<file path="config.mk">
export PLATFORM = sky130hd
export DESIGN_NAME = ps2_host_tx
export DESIGN_NICKNAME = d
export VERILOG_FILES = /design/src/rtl/ps2_pkg.sv /design/src/rtl/ps2_line_filter.sv /design/src/rtl/ps2_host_tx.sv
export SDC_FILE = /design/constraint.sdc
export NUM_CORES = 1
export LEC_CHECK = 0
export CAP_MARGIN = 20
export CELL_PAD_IN_SITES_DETAIL_PLACEMENT = 0
export CELL_PAD_IN_SITES_GLOBAL_PLACEMENT = 1
export CORE_MARGIN = 2
export CORE_UTILIZATION = 42
export CTS_BUF_LIST = sky130_fd_sc_hd__clkbuf_16
export DETAILED_ROUTE_END_ITERATION = 7
export PLACE_DENSITY_LB_ADDON = 0.1
export SYNTH_ARGS = -nofsm -noshare
export SYNTH_HDL_FRONTEND = slang
export SYNTH_HIERARCHICAL = 1
export SYNTH_SLANG_ARGS = --single-unit
</file>
<file path="constraint.sdc">
create_clock -name clk -period 2.27 [get_ports clk]
set_clock_uncertainty 0.2 [all_clocks]
set_input_delay 0.681 -clock clk [delete_from_list [all_inputs] [get_ports clk]]
set_output_delay 0.681 -clock clk [all_outputs]
set_load 0.1 [all_outputs]
</file>
<file path="src/rtl/ps2_pkg.sv">
// Shared definitions for the PS/2 host-to-device transmitter: FSM states,
// well-known keyboard command bytes and the frame parity helper.
package ps2_pkg;

  typedef enum logic [2:0] {
    IDLE,
    INHIBIT,
    REQ,
    DATA,
    ACK,
    WAIT_IDLE
  } state_e;

  localparam logic [7:0] CMD_SET_LEDS = 8'hED;
  localparam logic [7:0] CMD_RESET    = 8'hFF;
  localparam logic [7:0] RESP_ACK     = 8'hFA;

  // PS/2 frames carry odd parity over the eight data bits.
  function automatic logic odd_parity(input logic [7:0] b);
    return ~^b;
  endfunction

endpackage

</file>
<file path="src/rtl/ps2_line_filter.sv">
// Two-flop synchroniser plus a run-length glitch filter for one PS/2 line.
// Emits the filtered level and a one-cycle strobe on each filtered 1->0 edge.
module ps2_line_filter
  import ps2_pkg::*;
#(
  parameter int FILTER_LEN = 4
) (
  input  logic clk,
  input  logic reset,
  input  logic line_i,
  output logic level_o,
  output logic fall_o
);

  localparam int CW = (FILTER_LEN > 1) ? $clog2(FILTER_LEN) : 1;

  logic          sync1_q;
  logic          sync2_q;
  logic          level_q;
  logic          fall_q;
  logic [CW-1:0] cnt_q;

  // The level only moves after FILTER_LEN consecutive synchronised samples disagree with it.
  always_ff @(posedge clk or posedge reset) begin
    if (reset) begin
      sync1_q <= 1'b1;
      sync2_q <= 1'b1;
      level_q <= 1'b1;
      fall_q  <= 1'b0;
      cnt_q   <= '0;
    end else begin
      sync1_q <= line_i;
      sync2_q <= sync1_q;
      fall_q  <= 1'b0;
      if (sync2_q == level_q) begin
        cnt_q <= '0;
      end else if (cnt_q == CW'(FILTER_LEN - 1)) begin
        level_q <= sync2_q;
        cnt_q   <= '0;
        fall_q  <= level_q;
      end else begin
        cnt_q <= cnt_q + CW'(1);
      end
    end
  end

  assign level_o = level_q;
  assign fall_o  = fall_q;

endmodule

</file>
<file path="src/rtl/ps2_host_tx.sv">
// Host-to-device PS/2 transmitter: inhibits the bus, issues a request-to-send,
// shifts out data/parity/stop on device clock falls and checks the device ack.
module ps2_host_tx
  import ps2_pkg::*;
#(
  parameter int INHIBIT_CYCLES = 2500,
  parameter int TIMEOUT_CYCLES = 375000,
  parameter int FILTER_LEN     = 4
) (
  input  logic       clk,
  input  logic       reset,
  input  logic       ps2_clk_in,
  input  logic       ps2_data_in,
  output logic       ps2_clk_oe,
  output logic       ps2_data_oe,
  input  logic [7:0] tx_data,
  input  logic       tx_valid,
  output logic       tx_ready,
  output logic       busy,
  output logic       done,
  output logic       ack_err,
  output logic       timeout
);

  localparam int IW = $clog2(INHIBIT_CYCLES);
  localparam int TW = $clog2(TIMEOUT_CYCLES);

  logic clk_level;
  logic clk_fall;
  logic data_level;
  logic unused_data_fall;

  ps2_line_filter #(.FILTER_LEN(FILTER_LEN)) u_clk_filter (
    .clk     (clk),
    .reset   (reset),
    .line_i  (ps2_clk_in),
    .level_o (clk_level),
    .fall_o  (clk_fall)
  );

  ps2_line_filter #(.FILTER_LEN(FILTER_LEN)) u_data_filter (
    .clk     (clk),
    .reset   (reset),
    .line_i  (ps2_data_in),
    .level_o (data_level),
    .fall_o  (unused_data_fall)
  );

  state_e        state_q;
  logic [7:0]    shift_q;
  logic          parity_q;
  logic          nack_q;
  logic [3:0]    bit_cnt_q;
  logic [IW-1:0] inh_cnt_q;
  logic [TW-1:0] to_cnt_q;
  logic          clk_oe_q;
  logic          data_oe_q;
  logic          done_q;
  logic          ack_err_q;
  logic          timeout_q;

  // A done/timeout pulse cycle still counts as busy; the FSM returns to IDLE one edge later.
  always_ff @(posedge clk or posedge reset) begin
    if (reset) begin
      state_q   <= IDLE;
      shift_q   <= '0;
      parity_q  <= 1'b0;
      nack_q    <= 1'b0;
      bit_cnt_q <= '0;
      inh_cnt_q <= '0;
      to_cnt_q  <= '0;
      clk_oe_q  <= 1'b0;
      data_oe_q <= 1'b0;
      done_q    <= 1'b0;
      ack_err_q <= 1'b0;
      timeout_q <= 1'b0;
    end else begin
      done_q    <= 1'b0;
      ack_err_q <= 1'b0;
      timeout_q <= 1'b0;
      if (done_q || timeout_q) begin
        state_q <= IDLE;
      end else begin
        case (state_q)
          IDLE: begin
            if (tx_valid) begin
              shift_q   <= tx_data;
              parity_q  <= odd_parity(tx_data);
              inh_cnt_q <= '0;
              clk_oe_q  <= 1'b1;
              state_q   <= INHIBIT;
            end
          end
          INHIBIT: begin
            if (inh_cnt_q == IW'(INHIBIT_CYCLES - 1)) begin
              clk_oe_q <= 1'b0;
              state_q  <= REQ;
            end else begin
              inh_cnt_q <= inh_cnt_q + IW'(1);
              if (inh_cnt_q == IW'(INHIBIT_CYCLES - 2)) begin
                data_oe_q <= 1'b1;
              end
            end
          end
          REQ: begin
            clk_oe_q  <= 1'b0;
            data_oe_q <= 1'b1;
            bit_cnt_q <= '0;
            to_cnt_q  <= '0;
            state_q   <= DATA;
          end
          default: begin
            // Timeout takes priority over any fall seen in the same cycle.
            if (to_cnt_q >= TW'(TIMEOUT_CYCLES - 1)) begin
              clk_oe_q  <= 1'b0;
              data_oe_q <= 1'b0;
              timeout_q <= 1'b1;
            end else begin
              to_cnt_q <= to_cnt_q + TW'(1);
              if (state_q == DATA && clk_fall) begin
                bit_cnt_q <= bit_cnt_q + 4'd1;
                if (bit_cnt_q < 4'd8) begin
                  data_oe_q <= ~shift_q[0];
                  shift_q   <= {1'b0, shift_q[7:1]};
                end else if (bit_cnt_q == 4'd8) begin
                  data_oe_q <= ~parity_q;
                end else begin
                  data_oe_q <= 1'b0;
                  state_q   <= ACK;
                end
              end else if (state_q == ACK && clk_fall) begin
                nack_q  <= data_level;
                state_q <= WAIT_IDLE;
              end else if (state_q == WAIT_IDLE && clk_level && data_level) begin
                done_q    <= 1'b1;
                ack_err_q <= nack_q;
              end
            end
          end
        endcase
      end
    end
  end

  assign ps2_clk_oe  = clk_oe_q;
  assign ps2_data_oe = data_oe_q;
  assign tx_ready    = (state_q == IDLE);
  assign busy        = (state_q != IDLE);
  assign done        = done_q;
  assign ack_err     = ack_err_q;
  assign timeout     = timeout_q;

endmodule

</file>
==> results of run 1 <==
layout make-up:
class | count | share of cell area
Timing Repair Buffer | 91 | 0.172
Inverter | 13 | 0.0104
Sequential cell | 64 | 0.320
Clock buffer | 9 | 0.0446
Tap cell | 102 | 0.0253
Multi-Input combinational cell | 251 | 0.404
Clock inverter | 7 | 0.0238
through the flow:
step	setup slack, ns	hold slack [ns]
after CTS	-0.0773	0.156
after floorplan	-0.149	0.145
final	-0.132	0.155
after global placement	-0.198	0.147
after global routing	-0.202	0.157
after detailed placement	-0.220	0.148
flip-flops by register name (all words and copies together), names as in the netlist:
register / count
u_clk_filter/level_o: 1
u_data_filter/cnt_q: 2
shift_q: 8
u_data_filter/level_o: 1
u_clk_filter/fall_o: 1
ps2_data_oe: 1
bit_cnt_q: 4
ps2_clk_oe: 1
nack_q: 1
u_data_filter/sync1_q: 1
u_clk_filter/sync1_q: 1
done: 1
parity_q: 1
ack_err: 1
timeout: 1
to_cnt_q: 19
inh_cnt_q: 12
u_data_filter/sync2_q: 1
u_clk_filter/cnt_q: 2
u_clk_filter/sync2_q: 1
state_q: 3
worst register-to-register path, stage by stage, from the launching register on:
cell and delay [ns]:
sky130_fd_sc_hd__dfrtp_1 0.39, sky130_fd_sc_hd__ha_2 0.19, sky130_fd_sc_hd__and2_4 0.15, sky130_fd_sc_hd__and4_4 0.18
sky130_fd_sc_hd__o31a_1 0.35, sky130_fd_sc_hd__buf_6 0.17, sky130_fd_sc_hd__a211o_4 0.37, sky130_fd_sc_hd__a311o_1 0.28
repair_timing:
action | in CTS | in global routing
gates cloned | 0 | 1
pin swaps | 5 | 30
setup endpoints to repair | 32 | 42
resized for setup | 23 | 55
buffers inserted | 5 | 13
endpoints found under the hold margin | 0 | 0
power by group:
part	switching (mW)	internal, mW
Clock	0.509	1.07
Combinational	1.21	1.02
Sequential	0.233	1.44
metal layers:
layer  up-vias  wire length, µm
li1       1414                -
met1      1424             3920
met2        40             4110
met3        11              214
met4         0              138
met5         -                0
how the worst max path moves through the flow:
stage / startpoint / slack, ns / endpoint
2_1_floorplan: done / -0.15 / to_cnt_q[15]
3_3_place_gp: tx_valid / -0.20 / inh_cnt_q[7]
3_5_place_dp: tx_valid / -0.22 / inh_cnt_q[6]
4_1_cts: to_cnt_q[1] / -0.08 / state_q[1]
5_1_grt: to_cnt_q[1] / -0.20 / to_cnt_q[12]
6_report: to_cnt_q[1] / -0.13 / state_q[1]
cell usage in the layout (no fill, tap or decap), types with 10 or more instances in the layout:
master / count
sky130_fd_sc_hd__nand3_1: 12
sky130_fd_sc_hd__buf_4: 59
sky130_fd_sc_hd__buf_6: 11
sky130_fd_sc_hd__inv_1: 11
sky130_fd_sc_hd__a21oi_1: 10
sky130_fd_sc_hd__nor2_1: 38
sky130_fd_sc_hd__nand2_1: 28
sky130_fd_sc_hd__dfrtp_1: 55
sky130_fd_sc_hd__xnor2_1: 23
sky130_fd_sc_hd__clkdlybuf4s50_1: 12
==> results_tabular.tex, run 1 <==
\begin{tabular}{lr}
\hline
Metric & Value \\
\hline
\multicolumn{2}{l}{\textbf{Placed design}} \\
Post-placement cell count & 502 \\
Final estimated routing congestion in global placement & 0.854 \\
Area after detailed placement & 4140 µm² \\
Count of buffers from port buffering & 19 \\
Final HPWL from detailed placement & 5500 µm \\
\multicolumn{2}{l}{\textbf{STA}} \\
Final count of pins violating max slew & 0 \\
Aggregate negative setup slack & -1.19 ns \\
Slack of the critical path & -0.132 ns \\
Top achievable clock speed & 416 MHz \\
RSZ-0062 raised after global routing & true \\
Final Setup Violations & 17 \\
Number of hold violations in the final report & 0 \\
Minimum period implied by the final worst setup slack & 2.40 ns \\
Worst slew slack as a fraction of its limit & 0.686 \\
Share of the clock period used by the worst path after layout & 1.06 \\
Slew @ Worst Pin & 0.469 ns \\
\multicolumn{2}{l}{\textbf{GRT}} \\
Highest-utilization routing layer at the global route stage & met2 \\
Total global routing overflow & 0 \\
GRT met2 Usage & 0.320 \\
Global-route usage over all layers & 0.202 \\
Vias in the first global route & 2,838 \\
Met3 track demand over resource in global routing & 0.0322 \\
Pin count of the biggest net entering global routing & 54 \\
GR met1 Demand/Resource & 0.273 \\
Initial antenna violation count & 0 \\
First-pass GRT wire length & 13,700 µm \\
\multicolumn{2}{l}{\textbf{Drt}} \\
Drt first-iter violations & 133 \\
Final wirelength & 8380 µm \\
Total iterations of the first detailed-routing run & 4 \\
Vias per cell & 5.38 \\
Remaining antenna violation count & 0 \\
Count of vias placed by the detailed router & 2,889 \\
Post-route DRC & 0 \\
Average routed wire per standard cell & 15.6 µm \\
\multicolumn{2}{l}{\textbf{Layout}} \\
Design area & 5050 µm² \\
Layout net count & 450 \\
Area occupied by registers & 1610 µm² \\
Area used by multi-input combinational logic & 2040 µm² \\
Fraction of final layout cells sized beyond drive strength 1 & 0.382 \\
Finished Layout Cells & 537 \\
Utilization after layout & 0.653 \\
Fill cells & 600 \\
\# diodes & 0 \\
Syn-to-layout area delta & 49.9\% \\
\multicolumn{2}{l}{\textbf{Setup path}} \\
Sort of element at the end of the critical path & flop \\
Reg2reg start & to\_cnt\_q[1] \\
Critical Path Stages & 7 \\
Slowest CP cell & sky130\_fd\_sc\_hd\_\_dfrtp\_1 \\
Register-to-Register Setup Slack & -0.13 ns \\
Startpoint type of the worst setup path & flop \\
Worst-path cell chain & ha\_2 > and2\_4 > and4\_4 > o31a\_1 > buf\_6 > a211o\_4 > a311o\_1 \\
Cell class contributing the biggest share of worst-path delay & compound AO/OA/AOI/OAI gates \\
Critical path buffers and inverters & 1 \\
Critical setup path kind & flop to flop \\
Critical Path Max Stage Delay & 0.39 ns \\
Crit path required time & 2.28 ns \\
End of the worst register-to-register path & state\_q[1] \\
Reg2Reg Depth & 7 \\
Worst endpoint data arrival time & 2.41 ns \\
Top fanout value on the critical path & 6 \\
\multicolumn{2}{l}{\textbf{Clock network}} \\
Max Root-Sink Buffers & 2 \\
Hold buffer count at cts & 0 \\
CTS HTree Levels & 3 \\
Cts bufs inserted & 9 \\
Clock Sink Count & 64 \\
Later-pin clock latency in the skew report & 0.33 ns \\
Root Driver & sky130\_fd\_sc\_hd\_\_clkbuf\_16 \\
TritonCTS clock tree & done \\
Worst-path clk slew & 0.06 ns \\
\multicolumn{2}{l}{\textbf{Pwr}} \\
Total power after layout & 5.48 mW \\
Pwr/cell area & 1090 nW/µm² \\
Leakage power total & 2.13 nW \\
Worst-case vdd ir drop & 0.652 mV \\
\multicolumn{2}{l}{\textbf{Yosys}} \\
Total nets after synthesis & 362 \\
Cells after Synth & 342 \\
Cell area after synthesis & 3370 µm² \\
Syn\_area\_per\_cell & 9.84 µm² \\
Warning count from the yosys run & 6 \\
\multicolumn{2}{l}{\textbf{Floorplanning}} \\
Die area & 8750 µm² \\
Chip width & 93.5 µm \\
Core box area & 7730 µm² \\
Number of ports placed on the die boundary & 20 \\
Number of rows created at floorplan & 32 \\
Vertical extent of the die & 93.5 µm \\
Starting Density & 0.436 \\
\multicolumn{2}{l}{\textbf{Status}} \\
Violations in the final reports & setup timing \\
Outcome & complete, but fails checks \\
\multicolumn{2}{l}{\textbf{Worst hold path}} \\
Type of the worst min-delay path & flop to flop \\
End point of the most critical hold path & u\_clk\_filter/sync2\_q \\
Cells on Worst Hold Path & 0 \\
Worst hold path startpoint & u\_clk\_filter/sync1\_q \\
\multicolumn{2}{l}{\textbf{Job}} \\
Count of max-cap constraint violations & 0 \\
\hline
\end{tabular}
(Power assumes the default switching activity.)
==> run 2: changes to the inputs <==
ABC_AREA = 1   (was not set)
CORE_UTILIZATION = 40   (was 42)
==> results_tabular.tex, run 2 <==
\begin{tabular}{lr}
\hline
Metric & Value \\
\hline
\multicolumn{2}{l}{\textbf{Status}} \\
Outcome & completed \\
\multicolumn{2}{l}{\textbf{STA}} \\
Number of hold violations in the final report & 0 (unchanged) \\
Final Setup Violations & 0 (-17) \\
Minimum period implied by the final worst setup slack & 2.23 ns (-0.176 ns) \\
Aggregate negative setup slack & 0 ns (+1.19 ns) \\
Share of the clock period used by the worst path after layout & 0.980 (-0.0776) \\
Slack of the critical path & 0.0445 ns (+0.176 ns) \\
RSZ-0062 raised after global routing & false \\
Worst slew slack as a fraction of its limit & 0.697 (+0.0108) \\
Top achievable clock speed & 449 MHz (+7.9\%) \\
Final count of pins violating max slew & 0 (unchanged) \\
Slew @ Worst Pin & 0.451 ns (-0.0185 ns) \\
\multicolumn{2}{l}{\textbf{GRT}} \\
First-pass GRT wire length & 15,700 µm (+15\%) \\
Global-route usage over all layers & 0.194 (-0.00856) \\
Vias in the first global route & 3,213 (+13\%) \\
Initial antenna violation count & 0 (unchanged) \\
Pin count of the biggest net entering global routing & 54 (unchanged) \\
Total global routing overflow & 0 (unchanged) \\
\multicolumn{2}{l}{\textbf{Layout}} \\
Most used cells in the layout excluding fill and tap cells & sky130\_fd\_sc\_hd\_\_nand2\_1 (155), sky130\_fd\_sc\_hd\_\_dfrtp\_1 (57), sky130\_fd\_sc\_hd\_\_nor2\_1 (51), sky130\_fd\_sc\_hd\_\_inv\_1 (49), sky130\_fd\_sc\_hd\_\_nand3\_1 (41) \\
Commonest non-fill, non-tap cell in the layout & sky130\_fd\_sc\_hd\_\_nand2\_1 \\
\# diodes & 0 (unchanged) \\
Design area & 4750 µm² (-5.9\%) \\
Fill cells & 938 (+56\%) \\
Fraction of final layout cells sized beyond drive strength 1 & 0.157 (-0.225) \\
Number of flip-flops under the largest register name & 19 (unchanged) \\
Register ranked first by flip-flop count & to\_cnt\_q \\
Largest registers in the final layout & to\_cnt\_q x19, inh\_cnt\_q x12, shift\_q x8 \\
Syn-to-layout area delta & 23.1\% \\
Layout net count & 570 (+27\%) \\
\multicolumn{2}{l}{\textbf{Drt}} \\
Drt first-iter violations & 159 (+20\%) \\
Average routed wire per standard cell & 13.1 µm (-16\%) \\
Post-route DRC & 0 (unchanged) \\
Total iterations of the first detailed-routing run & 5 (+1) \\
Vias per cell & 4.94 (-8.3\%) \\
Remaining antenna violation count & 0 (unchanged) \\
Final wirelength & 8950 µm (+6.8\%) \\
Count of vias placed by the detailed router & 3,376 (+17\%) \\
\multicolumn{2}{l}{\textbf{Clock network}} \\
Max Root-Sink Buffers & 2 (unchanged) \\
Cts bufs inserted & 9 (unchanged) \\
Clock Sink Count & 64 (unchanged) \\
Later-pin clock latency in the skew report & 0.33 ns (about the same) \\
Worst-path clk slew & 0.06 ns (about the same) \\
Root Driver & sky130\_fd\_sc\_hd\_\_clkbuf\_16 \\
CTS HTree Levels & 3 (unchanged) \\
TritonCTS clock tree & done \\
\multicolumn{2}{l}{\textbf{Worst hold path}} \\
Type of the worst min-delay path & flop to flop \\
\multicolumn{2}{l}{\textbf{Floorplanning}} \\
Core box area & 9280 µm² (+20\%) \\
Vertical extent of the die & 102 µm (+9.3\%) \\
Chip width & 102 µm (+9.3\%) \\
Starting Density & 0.416 (-0.0199) \\
Die area & 10,400 µm² (+19\%) \\
Number of rows created at floorplan & 35 (+9.4\%) \\
Number of ports placed on the die boundary & 20 (unchanged) \\
\multicolumn{2}{l}{\textbf{Placed design}} \\
Count of buffers from port buffering & 19 (unchanged) \\
Final estimated routing congestion in global placement & 0.822 (-3.7\%) \\
Final HPWL from detailed placement & 6480 µm (+18\%) \\
Area after detailed placement & 4360 µm² (+5.4\%) \\
Pre-CTS setup slack & 0.0393 ns (+0.260 ns) \\
\multicolumn{2}{l}{\textbf{Yosys}} \\
Cells after Synth & 511 (+49\%) \\
Warning count from the yosys run & 6 (unchanged) \\
Cell area after synthesis & 3860 µm² (+15\%) \\
Total nets after synthesis & 531 (+47\%) \\
Syn\_area\_per\_cell & 7.55 µm² (-23\%) \\
\multicolumn{2}{l}{\textbf{Pwr}} \\
Sequential share of power & 0.289 (-0.016) \\
Worst-case vdd ir drop & 0.540 mV (-17\%) \\
Clock power share & 0.281 (-0.008) \\
Pwr/cell area & 1210 nW/µm² (+11\%) \\
Switch Pwr & 2.35 mW (+20\%) \\
Part of the total power dissipated in combinational logic & 0.430 (+0.023) \\
Leakage power total & 2.23 nW (+5.0\%) \\
Total internal power & 3.38 mW (-4.0\%) \\
Switching power as a share of total power & 0.410 (+0.0534) \\
\multicolumn{2}{l}{\textbf{Setup path}} \\
Crit path required time & 1.39 ns (-0.89 ns) \\
Slowest CP cell & sky130\_fd\_sc\_hd\_\_dfrtp\_1 \\
Critical Path Max Stage Delay & 0.47 ns (+0.08 ns) \\
Sort of element at the end of the critical path & output port \\
Critical setup path kind & flop to output port \\
Worst-path cell chain & nor3\_4 > buf\_6 > buf\_12 \\
Startpoint type of the worst setup path & flop \\
Cell class contributing the biggest share of worst-path delay & flip-flops \\
Top fanout value on the critical path & 6 (unchanged) \\
Critical path buffers and inverters & 2 (+1) \\
Worst endpoint data arrival time & 1.34 ns (-1.07 ns) \\
\multicolumn{2}{l}{\textbf{Job}} \\
Count of max-cap constraint violations & 0 (unchanged) \\
\hline
\end{tabular}
[run 2: power groups by stage]
| stage | sequential [mW] | combinational [mW] | clock (mW) |
|---|---|---|---|
| floorplan | 1.76 | 1.57 | 0 |
| global placement | 1.66 | 2.38 | 0 |
| detailed placement | 1.67 | 2.40 | 0 |
| CTS | 1.67 | 2.47 | 1.65 |
| global route | 1.70 | 2.77 | 1.70 |
| finish | 1.66 | 2.47 | 1.61 |
[run 2: final timing paths]
path / startpoint / endpoint / slack, ns / cells past startpoint
worst max-delay path: state_q[0] / tx_ready / 0.04 / 3
worst max register to register: to_cnt_q[0] / to_cnt_q[16] / 0.23 / 7
max in group asynchronous: reset / state_q[2] / 0.99 / 3
worst min-delay path: u_data_filter/sync1_q / u_data_filter/sync2_q / 0.15 / 0
min in group asynchronous: reset / u_data_filter/cnt_q[0] / 0.43 / 2
worst min register to register: u_data_filter/sync1_q / u_data_filter/sync2_q / 0.15 / 0
[run 2: area by class of cell]
cell class                      count  area [µm²]  share of cell area
Clock buffer                        9         225              0.0474
Clock inverter                      7         120              0.0253
Inverter                           56         214              0.0451
Multi-Input combinational cell    382        1990               0.420
Sequential cell                    64        1610               0.339
Tap cell                          129         161              0.0340
Timing Repair Buffer               37         424              0.0893
[run 2: per-stage QoR]
stage / util / power (mW) / std cells / hold slack [ns]
floorplan: - / 3.34 / 511 / 0.145
global placement: 0.470 / 4.05 / 665 / 0.146
detailed placement: 0.470 / 4.08 / 665 / 0.148
CTS: 0.510 / 5.79 / 683 / 0.157
global route: 0.511 / 6.17 / 684 / 0.160
finish: 0.511 / 5.74 / 684 / 0.155
[run 2: repair_timing]
action / 4_1_cts / 5_1_grt
resized for setup: 3 / 4
setup endpoints to repair: 2 / 29
hold buffers: 0 / 0
buffers inserted: 2 / 1
endpoints found under the hold margin: 0 / 0
[run 2: layer usage]
layer / vias up / track usage / part of all wire
li1: 1733 / - / -
met1: 1580 / 0.285 / 0.50
met2: 55 / 0.291 / 0.45
met3: 8 / 0.0287 / 0.035
met4: 0 / 0.0677 / 0.013
met5: - / 0 / 0
==> run 3: changes to the inputs <==
CTS_CLUSTER_DIAMETER = 60   (was not set)
==> results of run 3 <==
Final layout, timing and power as in run 2 (identical DEF).
